==> src/rtl/mult_div_pkg.sv <==
// Shared definitions for the sequential multiply/divide units that plug into one ALU sequencer.
// Holds the common 3-bit state encoding, the default operand width and a busy decode helper.
package mult_div_pkg;

  localparam int DEFAULT_WIDTH = 8;

  // Handshake shared with the divider: start is sampled only in IDLE and accepted on
  // that edge; busy is high from LOAD through ADD; done pulses for exactly one cycle in
  // DONE_ST, and the result is valid from that same cycle. A start seen while busy or
  // in DONE_ST is dropped, not queued.
  typedef enum logic [2:0] {
    IDLE       = 3'd0,
    LOAD       = 3'd1,
    CHECK_ZERO = 3'd2,
    CHECK      = 3'd3,
    ADD        = 3'd4,
    DONE_ST    = 3'd5
  } state_e;

  function automatic logic state_is_busy(input state_e s);
    return (s == LOAD) || (s == CHECK_ZERO) || (s == CHECK) || (s == ADD);
  endfunction

endpackage

==> src/rtl/mult_seq_add_control_mult.sv <==
// Control FSM for the add-and-decrement multiplier.
// Produces datapath strobes and the start/busy/done handshake, all decoded from state.
module control_mult
  import mult_div_pkg::*;
(
  input  logic   clk,
  input  logic   reset_n,
  input  logic   start,
  input  logic   cnt_zero,
  output logic   load,
  output logic   add,
  output logic   p_load,
  output logic   busy,
  output logic   done,
  output state_e state_o
);

  state_e state_q;

  always_ff @(posedge clk or negedge reset_n) begin
    if (!reset_n) begin
      state_q <= IDLE;
    end else begin
      case (state_q)
        IDLE:       if (start) state_q <= LOAD;
        LOAD:       state_q <= CHECK_ZERO;
        CHECK_ZERO: state_q <= cnt_zero ? DONE_ST : CHECK;
        CHECK:      state_q <= cnt_zero ? DONE_ST : ADD;
        ADD:        state_q <= CHECK;
        DONE_ST:    state_q <= IDLE;
        default:    state_q <= IDLE;
      endcase
    end
  end

  // p_load marks the edge that enters DONE_ST, so the product lands together with done.
  assign load    = (state_q == IDLE) && start;
  assign add     = (state_q == ADD);
  assign p_load  = ((state_q == CHECK_ZERO) || (state_q == CHECK)) && cnt_zero;
  assign busy    = state_is_busy(state_q);
  assign done    = (state_q == DONE_ST);
  assign state_o = state_q;

endmodule

==> src/rtl/mult_seq_add.sv <==
// Unsigned sequential multiplier by repeated addition of the larger operand.
// Iterating over the smaller operand bounds latency at 3+2*min(A,B) edges.
module mult_seq_add
  import mult_div_pkg::*;
#(
  parameter int WIDTH = DEFAULT_WIDTH
) (
  input  logic               clk,
  input  logic               reset_n,
  input  logic               start,
  input  logic [WIDTH-1:0]   A,
  input  logic [WIDTH-1:0]   B,
  output logic [2*WIDTH-1:0] P,
  output logic               busy,
  output logic               done
);

  logic [WIDTH-1:0]   big_q, big_d;
  logic [WIDTH-1:0]   cnt_q, cnt_d;
  logic [2*WIDTH-1:0] acc_q, acc_d;
  logic [2*WIDTH-1:0] p_q, p_d;

  logic   load, add, p_load, cnt_zero;
  state_e state;

  assign cnt_zero = (cnt_q == '0);

  control_mult u_ctrl (
    .clk      (clk),
    .reset_n  (reset_n),
    .start    (start),
    .cnt_zero (cnt_zero),
    .load     (load),
    .add      (add),
    .p_load   (p_load),
    .busy     (busy),
    .done     (done),
    .state_o  (state)
  );

  always_comb begin
    big_d = big_q;
    cnt_d = cnt_q;
    acc_d = acc_q;
    p_d   = p_q;
    if (load) begin
      // Count down the smaller operand; A and B are free to change after this edge.
      if (A >= B) begin
        big_d = A;
        cnt_d = B;
      end else begin
        big_d = B;
        cnt_d = A;
      end
      acc_d = '0;
    end else if (add) begin
      // acc is 2*WIDTH wide, so (2^W-1)^2 always fits; add is never issued with cnt==0.
      acc_d = acc_q + {{WIDTH{1'b0}}, big_q};
      cnt_d = cnt_q - WIDTH'(1);
    end
    if (p_load) begin
      p_d = acc_q;
    end
  end

  always_ff @(posedge clk or negedge reset_n) begin
    if (!reset_n) begin
      big_q <= '0;
      cnt_q <= '0;
      acc_q <= '0;
      p_q   <= '0;
    end else begin
      big_q <= big_d;
      cnt_q <= cnt_d;
      acc_q <= acc_d;
      p_q   <= p_d;
    end
  end

  assign P = p_q;

endmodule
==> config.mk <==
export PLATFORM = sky130hd
export DESIGN_NAME = mult_seq_add
export DESIGN_NICKNAME = d
export VERILOG_FILES = /design/src/rtl/mult_div_pkg.sv /design/src/rtl/mult_seq_add_control_mult.sv /design/src/rtl/mult_seq_add.sv
export SDC_FILE = /design/constraint.sdc
export NUM_CORES = 1
export LEC_CHECK = 0
export ABC_AREA = 1
export BUFFER_PORTS_ARGS = -buffer_cell sky130_fd_sc_hd__buf_2
export CORE_MARGIN = 2
export CORE_UTILIZATION = 30
export CTS_BUF_LIST = sky130_fd_sc_hd__clkbuf_4
export DETAILED_ROUTE_END_ITERATION = 8
export PLACE_DENSITY = 0.58
export SLEW_MARGIN = 20
export SYNTH_ARGS = -nofsm -noshare
export SYNTH_HDL_FRONTEND = slang
export SYNTH_SLANG_ARGS = --single-unit
==> constraint.sdc <==
create_clock -name clk -period 2.1 [get_ports clk]
set_input_delay 0.42 -clock clk [delete_from_list [all_inputs] [get_ports clk]]
set_output_delay 0.42 -clock clk [all_outputs]
set_load 0.01 [all_outputs]
**After elaboration in Yosys (flattened, before gate mapping)**

Cells that the tools add are included.

- Bits in registers: 51
- Input port bits: 19
- Output and inout port bits: 18
- Logic and storage cells: 33

- $add $sub $neg: 2
- Order comparisons: 1
- Eq/ne operators: 6
- Mux-type cells: 10
- Reduce and logical (&&, ||, !) cells: 9

Operators by type and width:

| operator | count |
|---|---|
| 16-bit 2-to-1 mux | 2 |
| 8-bit 2-to-1 mux | 4 |
| 16-bit by 8-bit adder with 16-bit output | 1 |
| 3-bit case mux with 5 select lines | 1 |
| 8-bit >= comparator | 1 |
| 8-bit logical NOT | 1 |
| 8-bit by 1-bit subtractor with 8-bit output (second input constant) | 1 |
| 3-bit by 2-bit equality test with 1-bit output (second input constant) | 2 |
| 3-bit equality test (second input constant) | 2 |
| 3-bit 2-to-1 mux | 2 |
| 1-bit logical OR | 4 |
| 3-bit by 1-bit equality test with 1-bit output (second input constant) | 1 |
| 3-bit logical NOT | 1 |
| 1-bit logical AND | 2 |
| 2-bit != test (second input constant) | 1 |
| 2-bit nonzero test | 1 |
| 1-bit 2-to-1 mux | 1 |

**Depth between registers and ports, before layout**

Gate-level depths: netlist of the first run.

- Word-level depth: 4
- Gate-level depth with buffers: 13
- Gate-level depth less buffers: 13

**Hierarchy**

From an unflattened synthesis of the first run, not the netlist that was laid out.

- Cell total of the unflattened synthesis: 377
- Area total of the unflattened synthesis: 3016.6 um^2

Modules (own cells, without submodules):

| module | times used | cells an instance | area each (um^2) | sequential area each (um^2) |
|---|---|---|---|---|
| mult_seq_add | 1 | 351 | 2840.2 | 1201.2 |
| control_mult | 1 | 26 | 176.4 | 75.1 |

**Worst setup path before layout of the first run**

Ideal clock, no wire load.

- Path kind: flip-flop to flip-flop
- Start: register big_q[0]
- End: register acc_q[8]
- Library setup time: 0.120 ns
- Data arrival time: 1.676 ns
- Data required time: 1.980 ns
- Setup slack: 0.304 ns
- Cell stages (with the launch flop): 13
- Path buffers: 0
- Period minus slack after synthesis: 1.796 ns
- Cells stage by stage: dfrtp_1 -> ha_1 -> fa_1 -> nand2_1 -> nand3_1 -> o21ai_1 -> inv_1 -> nand2_1 -> nand2_2 -> nand2_1 -> o21ai_0 -> o21ai_0 -> inv_1

- Cells in the longest elaborated chain, start to end: 3

RTL lines:

| what | line | text |
|---|---|---|
| from (decl) | mult_seq_add.sv:18 | `logic [WIDTH-1:0] big_q, big_d;` |
| from (signal assigned) | mult_seq_add.sv:73 | `big_q <= big_d;` |
| 16-bit by 8-bit adder with 16-bit output | mult_seq_add.sv:58 | `acc_d = acc_q + {{WIDTH{1'b0}}, big_q};` |
| 16-bit 2-to-1 mux | mult_seq_add.sv:56 | `end else if (add) begin` |
| 16-bit 2-to-1 mux | mult_seq_add.sv:46 | `if (load) begin` |
| to (signal assigned) | mult_seq_add.sv:70 | `acc_q <= '0;` |
| to (signal assigned) | mult_seq_add.sv:75 | `acc_q <= acc_d;` |
| to (decl) | mult_seq_add.sv:20 | `logic [2*WIDTH-1:0] acc_q, acc_d;` |

Every way passes these cells. The select of a mux whose other input is x is not followed.
A chain may end at the register's enable or synchronous reset.

**Worst setup path after layout of the first run**

- Start: register u_ctrl.state_q[0] (netlist: u_ctrl.state_o[0])
- End: output port busy

- Cells in the longest elaborated chain, start to end: 4
- Elaborated cells on any way between the ends: 7
- Classes of those cells: eq/ne: 4; reduce/logical: 3

RTL lines:

| what | line | text |
|---|---|---|
| from (decl) | mult_seq_add_control_mult.sv:18 | `state_e state_q;` |
| from (signal assigned) | mult_seq_add_control_mult.sv:27 | `CHECK_ZERO: state_q <= cnt_zero ? DONE_ST : CHECK;` |
| from (signal assigned) | mult_seq_add_control_mult.sv:28 | `CHECK: state_q <= cnt_zero ? DONE_ST : ADD;` |
| 3-bit by 1-bit equality test with 1-bit output or 3-bit by 2-bit equality test with 1-bit output (tied branches) | mult_div_pkg.sv:21 | `return (s == LOAD) \|\| (s == CHECK_ZERO) \|\| (s == CHECK) \|\| (s == ADD);` |
| 1-bit logical OR (2 in a row) | mult_div_pkg.sv:21 |  |
| 1-bit logical OR (*) | mult_div_pkg.sv:21 |  |
| to (decl) | mult_seq_add.sv:14 | `output logic busy,` |

Mark *: on every way between the ends. The rest lies on a longest branch, timed or not.

==> out/results.ini, run 1 <==
[die]
num_rows = 37
initial_utilization_pct = 30.8
die_h_um = 107
die_x_um = 107
ioPinCount = 37
die-area_um2 = 11400
core_area_um2 = 10300

[yosys]
synth-compound-area-share_pct = 14.1
yosysSeqAreaShare_pct = 40.4
synth_enable_flop_cells = 0
ys.warnings.count = 0
synthMuxAreaShare_pct = 0.831
synth_common_cells = 97 x nand2_1, 66 x inv_1, 51 x dfrtp_1, 40 x nand3_1, 38 x o21ai_0
synth_xor_area_share_pct = 0.554
yosys.area.top_type_share_pct = 40.4
synth_area_leader_cell = dfrtp_1
ys.flop_type = dfrtp_1
syn_area_per_cell_um2 = 7.54
synth_top_family_by_area = simple AND/OR/NAND/NOR gates
yosys.area_share.simple_pct = 25.1
ys_async_sr_fraction_pct = 100
synth_cells = 419
syn_nets = 457
synthDistinctLibCells = 34
netlist_area_um2 = 3160
synth_fa_ha_area_share_pct = 7.76
yosysMostFrequentCell = nand2_1
ys_ff_latch = 51
synth_area_leaders = dfrtp_1 40%, nand2_1 12%, inv_1 7.8%

[clock_tree]
clock_latency_ps = 360
root_buffer = clkbuf_4
cts.sinks = 51
cts_tree = built
ctsLongestPathBuffers = 2
htreeDepth = 2
cts.clk_slew.worst_paths_ps = 140
cts_buffers = 5

[timing]
setup_tns_ps = 0
min_period_ps = 1890
rsz0062_at_grt = no
slew_headroom_pct = 62.7
setup_violations = 0
skew_ps = 10.0
tightestPinTransition_ps = 559
fmax_ghz = 0.530
hold_viol_final = 0
slew_violations = 0
fin_crit_sh_pct = 89.9

[detailed_routing]
drc = 0
vias = 2719
detail_route.wl_per_cell_um = 11.9
drt-vias-per-instance = 4.59
drt_wl_total_mm = 7.03
firstDrtPassIters = 4
antenna_left = 0
first_iter_violations = 127

[setup_path]
start_kind = flop
crit_type = flop to primary output
cp_max_fo = 5
crit_arrival_ps = 1470
critPathCaptureType = primary output
cp_common_cell = nand2_1
cp_num_buf_inv = 2
worstRegToRegCells = 12
cp_slowest_stage_delay_ps = 480
crit_family = flip-flops
path_cells = nor2_4 -> nand2_1 -> nand2_1 -> nor2_1 -> inv_1 -> buf_2
ff2ff_setup_slack_ps = 230
regToRegEndpoint = acc_q[8]$_DFFE_PN0P_
r2r-start = big_q[0]$_DFFE_PN0P_
required_ps = 1680
crit_slowest_cell = dfrtp_1

[grt]
grt_pass1_wl_mm = 12.6
grt_pass1_vias = 2789
grt_usage_pct = 13.6
gr-total-overflow = 0
grt_antenna_before_repair = 0
grt_max_degree = 30

[placed_design]
gp_congestion = 0.783
dp_hpwl_mm = 5.38
port_buffers = 36

[power_and_ir_drop]
internal_power_mw = 1.15
switching_share_pct = 25.1
seqPwrFrac_pct = 64.0
netSwitchingPower_uw = 386
power_density_nw_per_um2 = 433
ir_drop_mv = 0.223
clkPwrFrac_pct = 27.4
pwr-share-comb_pct = 8.6
p_leak_nw = 2.03

[finish]
num_antenna_cells = 0
area_growth_pct = 12.2
drive_above_1_share_pct = 15.8
nNetsFinal = 495
post-route-util_pct = 34.5

[run]
drv_cap = 0

[hold_path]
hold_path_class = primary input to async pin

[outcome]
outcome = completed

## area by class of cell
cell class / instances / area [um2]
fillers: 1135 / 6730
multi-input cells: 285 / 1540
flip-flops and latches: 51 / 1280
inverters: 70 / 263
repair buffers: 44 / 253
well taps: 136 / 170
clock buffers: 5 / 37.5
clock inverters: 2 / 8.76
## how the worst max path moves through the flow
stage                                  startpoint              endpoint  slack (ps)  cells after the start
detailed placement           big_q[0]$_DFFE_PN0P_  acc_q[8]$_DFFE_PN0P_         110                     12
floorplan                    big_q[0]$_DFFE_PN0P_  acc_q[8]$_DFFE_PN0P_         300                     12
CTS                          big_q[0]$_DFFE_PN0P_  acc_q[8]$_DFFE_PN0P_          80                     12
global placement             big_q[0]$_DFFE_PN0P_  acc_q[8]$_DFFE_PN0P_         160                     12
global route                 acc_q[0]$_DFFE_PN0P_  acc_q[8]$_DFFE_PN0P_          50                     12
finish              u_ctrl.state_o[0]$_DFFE_PN0P_                  busy         210                      6
## what timing repair did
item,in CTS,in global routing
gates resized for setup,0,3
hold endpoints to repair,0,0
setup endpoints to repair,0,4
buffers inserted,0,1
hold buffers,0,0
## metrics by stage
step | worst slack (ps) | hold WS [ps] | std cells | power, mW | cell area [um2]
2_1_floorplan | 304 | 124 | 419 | 1.09 | 3160
3_3_place_gp | 158 | 441 | 585 | 1.13 | 3480
3_5_place_dp | 110 | 449 | 585 | 1.14 | 3480
4_1_cts | 79.8 | 41.8 | 592 | 1.55 | 3530
5_1_grt | 45.1 | 59.0 | 593 | 1.61 | 3550
6_report | 213 | 23.1 | 593 | 1.53 | 3550
## state kept, by name (all words and copies together) (netlist names)
| name | cells |
|---|---|
| big_q | 8 |
| u_ctrl.state_o | 3 |
| cnt_q | 8 |
| acc_q | 16 |
| P | 16 |
## cells by family (layout without fill, tap and decap cells)
group	count (synthesis)	count (layout)
simple gates	177	177
mux	2	2
buf+inv	83	121
flops	51	51
xor+xnor	2	2
fa+ha+maj	19	19
compound gates	85	85
## power by group through the flow
stage | combinational, mW | clock [mW] | sequential [mW]
final | 0.131 | 0.421 | 0.982
after global routing | 0.156 | 0.472 | 0.983
after CTS | 0.135 | 0.435 | 0.982
after detailed placement | 0.135 | 0 | 1.00
after global placement | 0.131 | 0 | 1.00
after floorplan | 0.0858 | 0 | 1.00
## layer usage
| layer | track usage (%) | share of wire (%) | vias up |
|---|---|---|---|
| met3 | 2.55 | 4.5 | 7 |
| met5 | 0 | 0 | - |
| met2 | 22.3 | 44 | 54 |
| met4 | 3.62 | 1.0 | 0 |
| li1 | - | - | 1422 |
| met1 | 18.5 | 51 | 1236 |
## layout by cell type (no fill, tap or decap), drive strengths merged
cell    instances
dfrtp          51
xnor2           1
nand3          42
nand4           3
ha             18
clkinv          2
inv            70
a22oi           1
a31oi           1
buf            44
nor3            4
nor2           27
xor2            1
o21a            2
o22ai           2
clkbuf          5
fa              1
a21o            1
mux2            2
a21oi          27
a21boi          1
nand2         101
o21ai          50
Power figures use the tool's default switching activity.
==> run 2, diff against run 1 <==
--- a/config.mk
+++ b/config.mk
@@ -8,10 +8,10 @@
 export ABC_AREA = 1
 export BUFFER_PORTS_ARGS = -buffer_cell sky130_fd_sc_hd__buf_2
 export CORE_MARGIN = 2
-export CORE_UTILIZATION = 30
+export CORE_UTILIZATION = 45
 export CTS_BUF_LIST = sky130_fd_sc_hd__clkbuf_4
 export DETAILED_ROUTE_END_ITERATION = 8
-export PLACE_DENSITY = 0.58
+export PLACE_DENSITY = 0.75
 export SLEW_MARGIN = 20
 export SYNTH_ARGS = -nofsm -noshare
 export SYNTH_HDL_FRONTEND = slang
==> out/results.ini, run 2 (synthesized netlist as in run 1, its figures left out) <==
[setup_path]
cp_num_buf_inv = 2  ; unchanged
cp_max_fo = 6  ; was 5
crit_arrival_ps = 2180  ; was 1470 ps
required_ps = 2370  ; was 1680 ps
crit_family = adder cells  ; was flip-flops
crit_type = flop to flop  ; was flop to primary output
cp_common_cell = nand2_1  ; unchanged
start_kind = flop  ; unchanged
critPathCaptureType = flop  ; was primary output
path_cells = ha_1 -> fa_1 -> nand2_1 -> nand3_1 -> o21ai_2 -> inv_1 -> nand2_1 -> nand2_2 -> nand2_1 -> o21ai_0 -> o21ai_0 -> inv_1  ; was nor2_4 -> nand2_1 -> nand2_1 -> nor2_1 -> inv_1 -> buf_2
cp_slowest_stage_delay_ps = 410  ; was 480 ps
crit_slowest_cell = dfrtp_1  ; unchanged

[clock_tree]
cts.sinks = 51  ; unchanged
clock_latency_ps = 360  ; about the same
ctsLongestPathBuffers = 2  ; unchanged
post_cts_buffers = 0  ; unchanged
root_buffer = clkbuf_4  ; unchanged
hold_buffers = 0  ; unchanged
cts.clk_slew.worst_paths_ps = 140  ; about the same
cts_tree = built  ; unchanged
cts_buffers = 5  ; unchanged
htreeDepth = 2  ; unchanged

[timing]
hold_viol_final = 0  ; unchanged
slew_violations = 0  ; unchanged
slew_headroom_pct = 65.6  ; was 62.7%
skew_ps = 14.4  ; was 10.0 ps
tightestPinTransition_ps = 516  ; was 559 ps
fin_crit_sh_pct = 91.0  ; was 89.9%
setup_tns_ps = 0  ; unchanged
setup_violations = 0  ; unchanged
fmax_ghz = 0.523  ; was 0.530 GHz
rsz0062_at_grt = no  ; unchanged
setup_slack_ps = 189  ; was 213 ps
min_period_ps = 1910  ; was 1890 ps

[hold_path]
hold_path_class = primary input to async pin  ; unchanged

[grt]
grt_pass1_vias = 2665  ; was 2,789
grt_antenna_before_repair = 0  ; unchanged
grt_max_degree = 30  ; unchanged
grt_pass1_wl_mm = 11.6  ; was 12.6 mm
gr-total-overflow = 0  ; unchanged
grt_usage_pct = 18.6  ; was 13.6%

[die]
die_h_um = 87.8  ; was 107 um
initial_utilization_pct = 46.5  ; was 30.8%
die_x_um = 87.8  ; was 107 um
die-area_um2 = 7710  ; was 11,400 um2
ioPinCount = 37  ; unchanged
num_rows = 30  ; was 37
core_area_um2 = 6790  ; was 10,300 um2

[placed_design]
dp_hpwl_mm = 4.95  ; was 5.38 mm
pre_cts_slack_ps = 120  ; was 110 ps
port_buffers = 36  ; unchanged
gp_congestion = 0.885  ; was 0.783

[finish]
layout_common_cells = 97 x nand2_1, 66 x inv_1, 51 x dfrtp_1  ; unchanged
area_growth_pct = 10.4  ; was 12.2%
final_common_cell = nand2_1  ; unchanged
post-route-util_pct = 51.4  ; was 34.5%
drive_above_1_share_pct = 15.1  ; was 15.8%
nNetsFinal = 494  ; was 495
num_antenna_cells = 0  ; unchanged

[detailed_routing]
firstDrtPassIters = 5  ; was 4
first_iter_violations = 93  ; was 127
antenna_left = 0  ; unchanged
drt_wl_total_mm = 6.38  ; was 7.03 mm
drt-vias-per-instance = 4.92  ; was 4.59
detail_route.wl_per_cell_um = 11.5  ; was 11.9 um
vias = 2719  ; unchanged
drc = 0  ; unchanged

[power_and_ir_drop]
total_power_mw = 1.54  ; was 1.53 mW
ir_drop_mv = 0.209  ; was 0.223 mV
power_density_nw_per_um2 = 442  ; was 433 nW/um2
p_leak_nw = 2.03  ; about the same

[outcome]
outcome = completed  ; unchanged

[run]
drv_cap = 0  ; unchanged

run 2: area by class of cell:
cell class	count	area, um2
clock buffers	6	45.0
clock inverters	2	7.51
fillers	674	3300
inverters	70	263
multi-input cells	285	1530
flip-flops and latches	51	1280
well taps	96	120
repair buffers	43	245
run 2: per-stage QoR:
stage	area, um2	hold WS, ps	cells
after floorplan	3160	124	419
after global placement	3430	422	545
after detailed placement	3430	429	545
after CTS	3490	24.5	553
after global routing	3490	36.6	553
final	3490	12.3	553
run 2: power breakdown:
group | internal (mW) | switching [mW]
logic | 0.0465 | 0.0851
registers | 0.982 | 0
clock network | 0.138 | 0.292
run 2: routing by layer:
metal  wire [um]  GRT usage [%]  part of all wire [%]
met5           0              0                     0
met4         110           6.01                   1.7
met3         270           3.39                   4.2
met2        2900           31.0                    45
met1        3100           24.5                    49
run 2: worst paths after layout:
path,start,end,slack (ps),cells past startpoint
worst min-delay path,reset_n,acc_q[2]$_DFFE_PN0P_,10,1
worst min register to register,P[6]$_DFFE_PN0P_,P[6]$_DFFE_PN0P_,490,2
worst max-delay path,big_q[0]$_DFFE_PN0P_,acc_q[8]$_DFFE_PN0P_,190,12
min in group clk,B[1],big_q[1]$_DFFE_PN0P_,300,3
worst max register to register,big_q[0]$_DFFE_PN0P_,acc_q[8]$_DFFE_PN0P_,190,12
max in group asynchronous,reset_n,big_q[6]$_DFFE_PN0P_,1550,2
run 2: worst register-to-register path, delay by kind of cell (launching register included):
kind | cells | cell delay [ps]
AOI/OAI and AO/OA | 3 | 250
and+or+nand+nor | 5 | 420
adders and majority gates | 2 | 640
buffers and inverters | 2 | 130
DFF | 1 | 410
run 2: timing repair:
action	CTS	global route
endpoints found under the setup margin	0	1
resized for setup	0	1
endpoints found under the hold margin	0	0
==> run 3, diff against run 2 <==
--- a/config.mk
+++ b/config.mk
@@ -7,10 +7,12 @@
 export LEC_CHECK = 0
 export ABC_AREA = 1
 export BUFFER_PORTS_ARGS = -buffer_cell sky130_fd_sc_hd__buf_2
+export CORE_ASPECT_RATIO = 0.7
 export CORE_MARGIN = 2
 export CORE_UTILIZATION = 45
 export CTS_BUF_LIST = sky130_fd_sc_hd__clkbuf_4
 export DETAILED_ROUTE_END_ITERATION = 8
+export HOLD_SLACK_MARGIN = 0.12
 export PLACE_DENSITY = 0.75
 export SLEW_MARGIN = 20
 export SYNTH_ARGS = -nofsm -noshare
==> out/results.ini, run 3 (synthesized netlist as in run 1, its figures left out) <==
[placed_design]
dp_hpwl_mm = 5.32  ; was 4.95 mm
gp_congestion = 0.873  ; was 0.885
port_buffers = 36  ; unchanged

[die]
initial_utilization_pct = 46.6  ; was 46.5%
die_x_um = 104  ; was 87.8 um
num_rows = 25  ; was 30
ioPinCount = 37  ; unchanged
die-area_um2 = 7720  ; was 7710 um2
core_area_um2 = 6790  ; about the same
die_h_um = 74.1  ; was 87.8 um

[timing]
setup_violations = 0  ; unchanged
min_period_ps = 1910  ; about the same
slew_violations = 0  ; unchanged
rsz0062_at_grt = no  ; unchanged
fmax_ghz = 0.523  ; about the same
fin_crit_sh_pct = 91.0  ; about the same
tightestPinTransition_ps = 462  ; was 516 ps
skew_ps = 5.19  ; was 14.4 ps
whs_ps = 275  ; was 12.3 ps
setup_tns_ps = 0  ; unchanged
slew_headroom_pct = 69.2  ; was 65.6%
hold_viol_final = 0  ; unchanged

[detailed_routing]
drc = 0  ; unchanged
drt_wl_total_mm = 6.97  ; was 6.38 mm
firstDrtPassIters = 5  ; unchanged
drt-vias-per-instance = 5.04  ; was 4.92
vias = 2779  ; was 2,719
antenna_left = 0  ; unchanged
detail_route.wl_per_cell_um = 12.6  ; was 11.5 um
first_iter_violations = 169  ; was 93

[finish]
nFillCells = 665  ; was 674
area_growth_pct = 10.7  ; was 10.4%
layout_common_cells = 97 x nand2_1, 66 x inv_1, 51 x dfrtp_1  ; unchanged
final_common_cell = nand2_1  ; unchanged
post-route-util_pct = 51.6  ; was 51.4%
nNetsFinal = 496  ; was 494
seq_area_um2 = 1280  ; unchanged
num_antenna_cells = 0  ; unchanged
multi_input_area_um2 = 1540  ; was 1530 um2
drive_above_1_share_pct = 15.5  ; was 15.1%

[grt]
grt_max_degree = 33  ; was 30
grt_antenna_before_repair = 0  ; unchanged
grt_pass1_wl_mm = 12.2  ; was 11.6 mm
gr-total-overflow = 0  ; unchanged
grt_usage_pct = 19.4  ; was 18.6%
grt_pass1_vias = 2715  ; was 2,665

[setup_path]
start_kind = flop  ; unchanged
crit_type = flop to flop  ; unchanged
regToRegEndpoint = acc_q[8]$_DFFE_PN0P_  ; unchanged
critPathCaptureType = flop  ; unchanged
worstRegToRegCells = 12  ; unchanged
ff2ff_setup_slack_ps = 190  ; about the same
worstSetupStartpoint = big_q[0]$_DFFE_PN0P_  ; unchanged
cp_max_fo = 6  ; unchanged
r2r-start = big_q[0]$_DFFE_PN0P_  ; unchanged
crit_path_end = acc_q[8]$_DFFE_PN0P_  ; unchanged
crit_arrival_ps = 2190  ; was 2180 ps
required_ps = 2380  ; was 2370 ps

[clock_tree]
clock_latency_ps = 370  ; was 360 ps
ctsLongestPathBuffers = 2  ; unchanged
htreeDepth = 2  ; unchanged
cts.clk_slew.worst_paths_ps = 140  ; about the same
cts_buffers = 5  ; unchanged
cts.sinks = 51  ; unchanged
root_buffer = clkbuf_4  ; unchanged
cts_tree = built  ; unchanged

[power_and_ir_drop]
p_leak_nw = 2.04  ; was 2.03 nW
ir_drop_mv = 0.286  ; was 0.209 mV
power_density_nw_per_um2 = 443  ; was 442 nW/um2

[hold_path]
hold_path_class = primary input to flop  ; was primary input to async pin

[outcome]
outcome = completed  ; unchanged

[run]
drv_cap = 0  ; unchanged

run 3: cell types whose count changed in the layout (fill, tap and decap cells not counted):
cell	change
ha_2	+1
clkinv_1	-2
dlygate4sd3_1	+1
buf_4	+1
ha_1	-1
run 3: repair_timing:
item                       CTS  global route
hold endpoints to repair    19             0
gates resized for setup      0             2
setup endpoints to repair    0             3
setup buffers                0             0
hold buffers                 1             0
run 3: where the power goes:
group	switching (mW)	leakage, nW	internal (mW)
Sequential	0	0.616	0.982
Combinational	0.0900	1.39	0.0493
Clock	0.297	0.0276	0.133
Total	0.387	2.04	1.16
run 3: how the worst min path moves through the flow:
| stage | start | to | slack, ps | cells past startpoint |
|---|---|---|---|---|
| floorplan | reset_n | P[0]$_DFFE_PN0P_ | 120 | 0 |
| global placement | reset_n | big_q[1]$_DFFE_PN0P_ | 390 | 1 |
| detailed placement | reset_n | big_q[1]$_DFFE_PN0P_ | 400 | 1 |
| CTS | B[1] | big_q[1]$_DFFE_PN0P_ | 270 | 3 |
| global route | B[1] | big_q[1]$_DFFE_PN0P_ | 290 | 3 |
| finish | B[1] | big_q[1]$_DFFE_PN0P_ | 270 | 3 |
run 3: final cells by class:
class,instances,area share (%)
Sequential cell,51,36.5
Timing Repair Buffer,45,7.51
Inverter,70,7.51
Multi-Input combinational cell,285,43.9
Clock buffer,6,1.29
Tap cell,94,3.36
run 3: critical path, stage by stage, from the launching register on:
cell and delay (ps):
dfrtp_1 410, ha_2 210, fa_1 390, nand2_1 100, nand3_1 80, o21ai_2 100
inv_1 80, nand2_1 70, nand2_2 80, nand2_1 80, o21ai_0 80, o21ai_0 80
inv_1 50
run 3: stage by stage:
stage / setup slack [ps] / cells / area [um2] / total power, mW
after floorplan: 304 / 419 / 3160 / 1.09
after global placement: 159 / 544 / 3440 / 1.13
after detailed placement: 101 / 544 / 3440 / 1.14
after CTS: 88.6 / 551 / 3490 / 1.57
after global routing: 13.8 / 551 / 3500 / 1.63
final: 188 / 551 / 3500 / 1.55
run 3: metal layers:
layer	vias up	GRT usage, %	share of wire, %
li1	1421	-	-
met4	0	5.56	0.99
met3	9	3.42	4.9
met5	-	0	0
met1	1291	26.7	49
met2	58	32.1	45
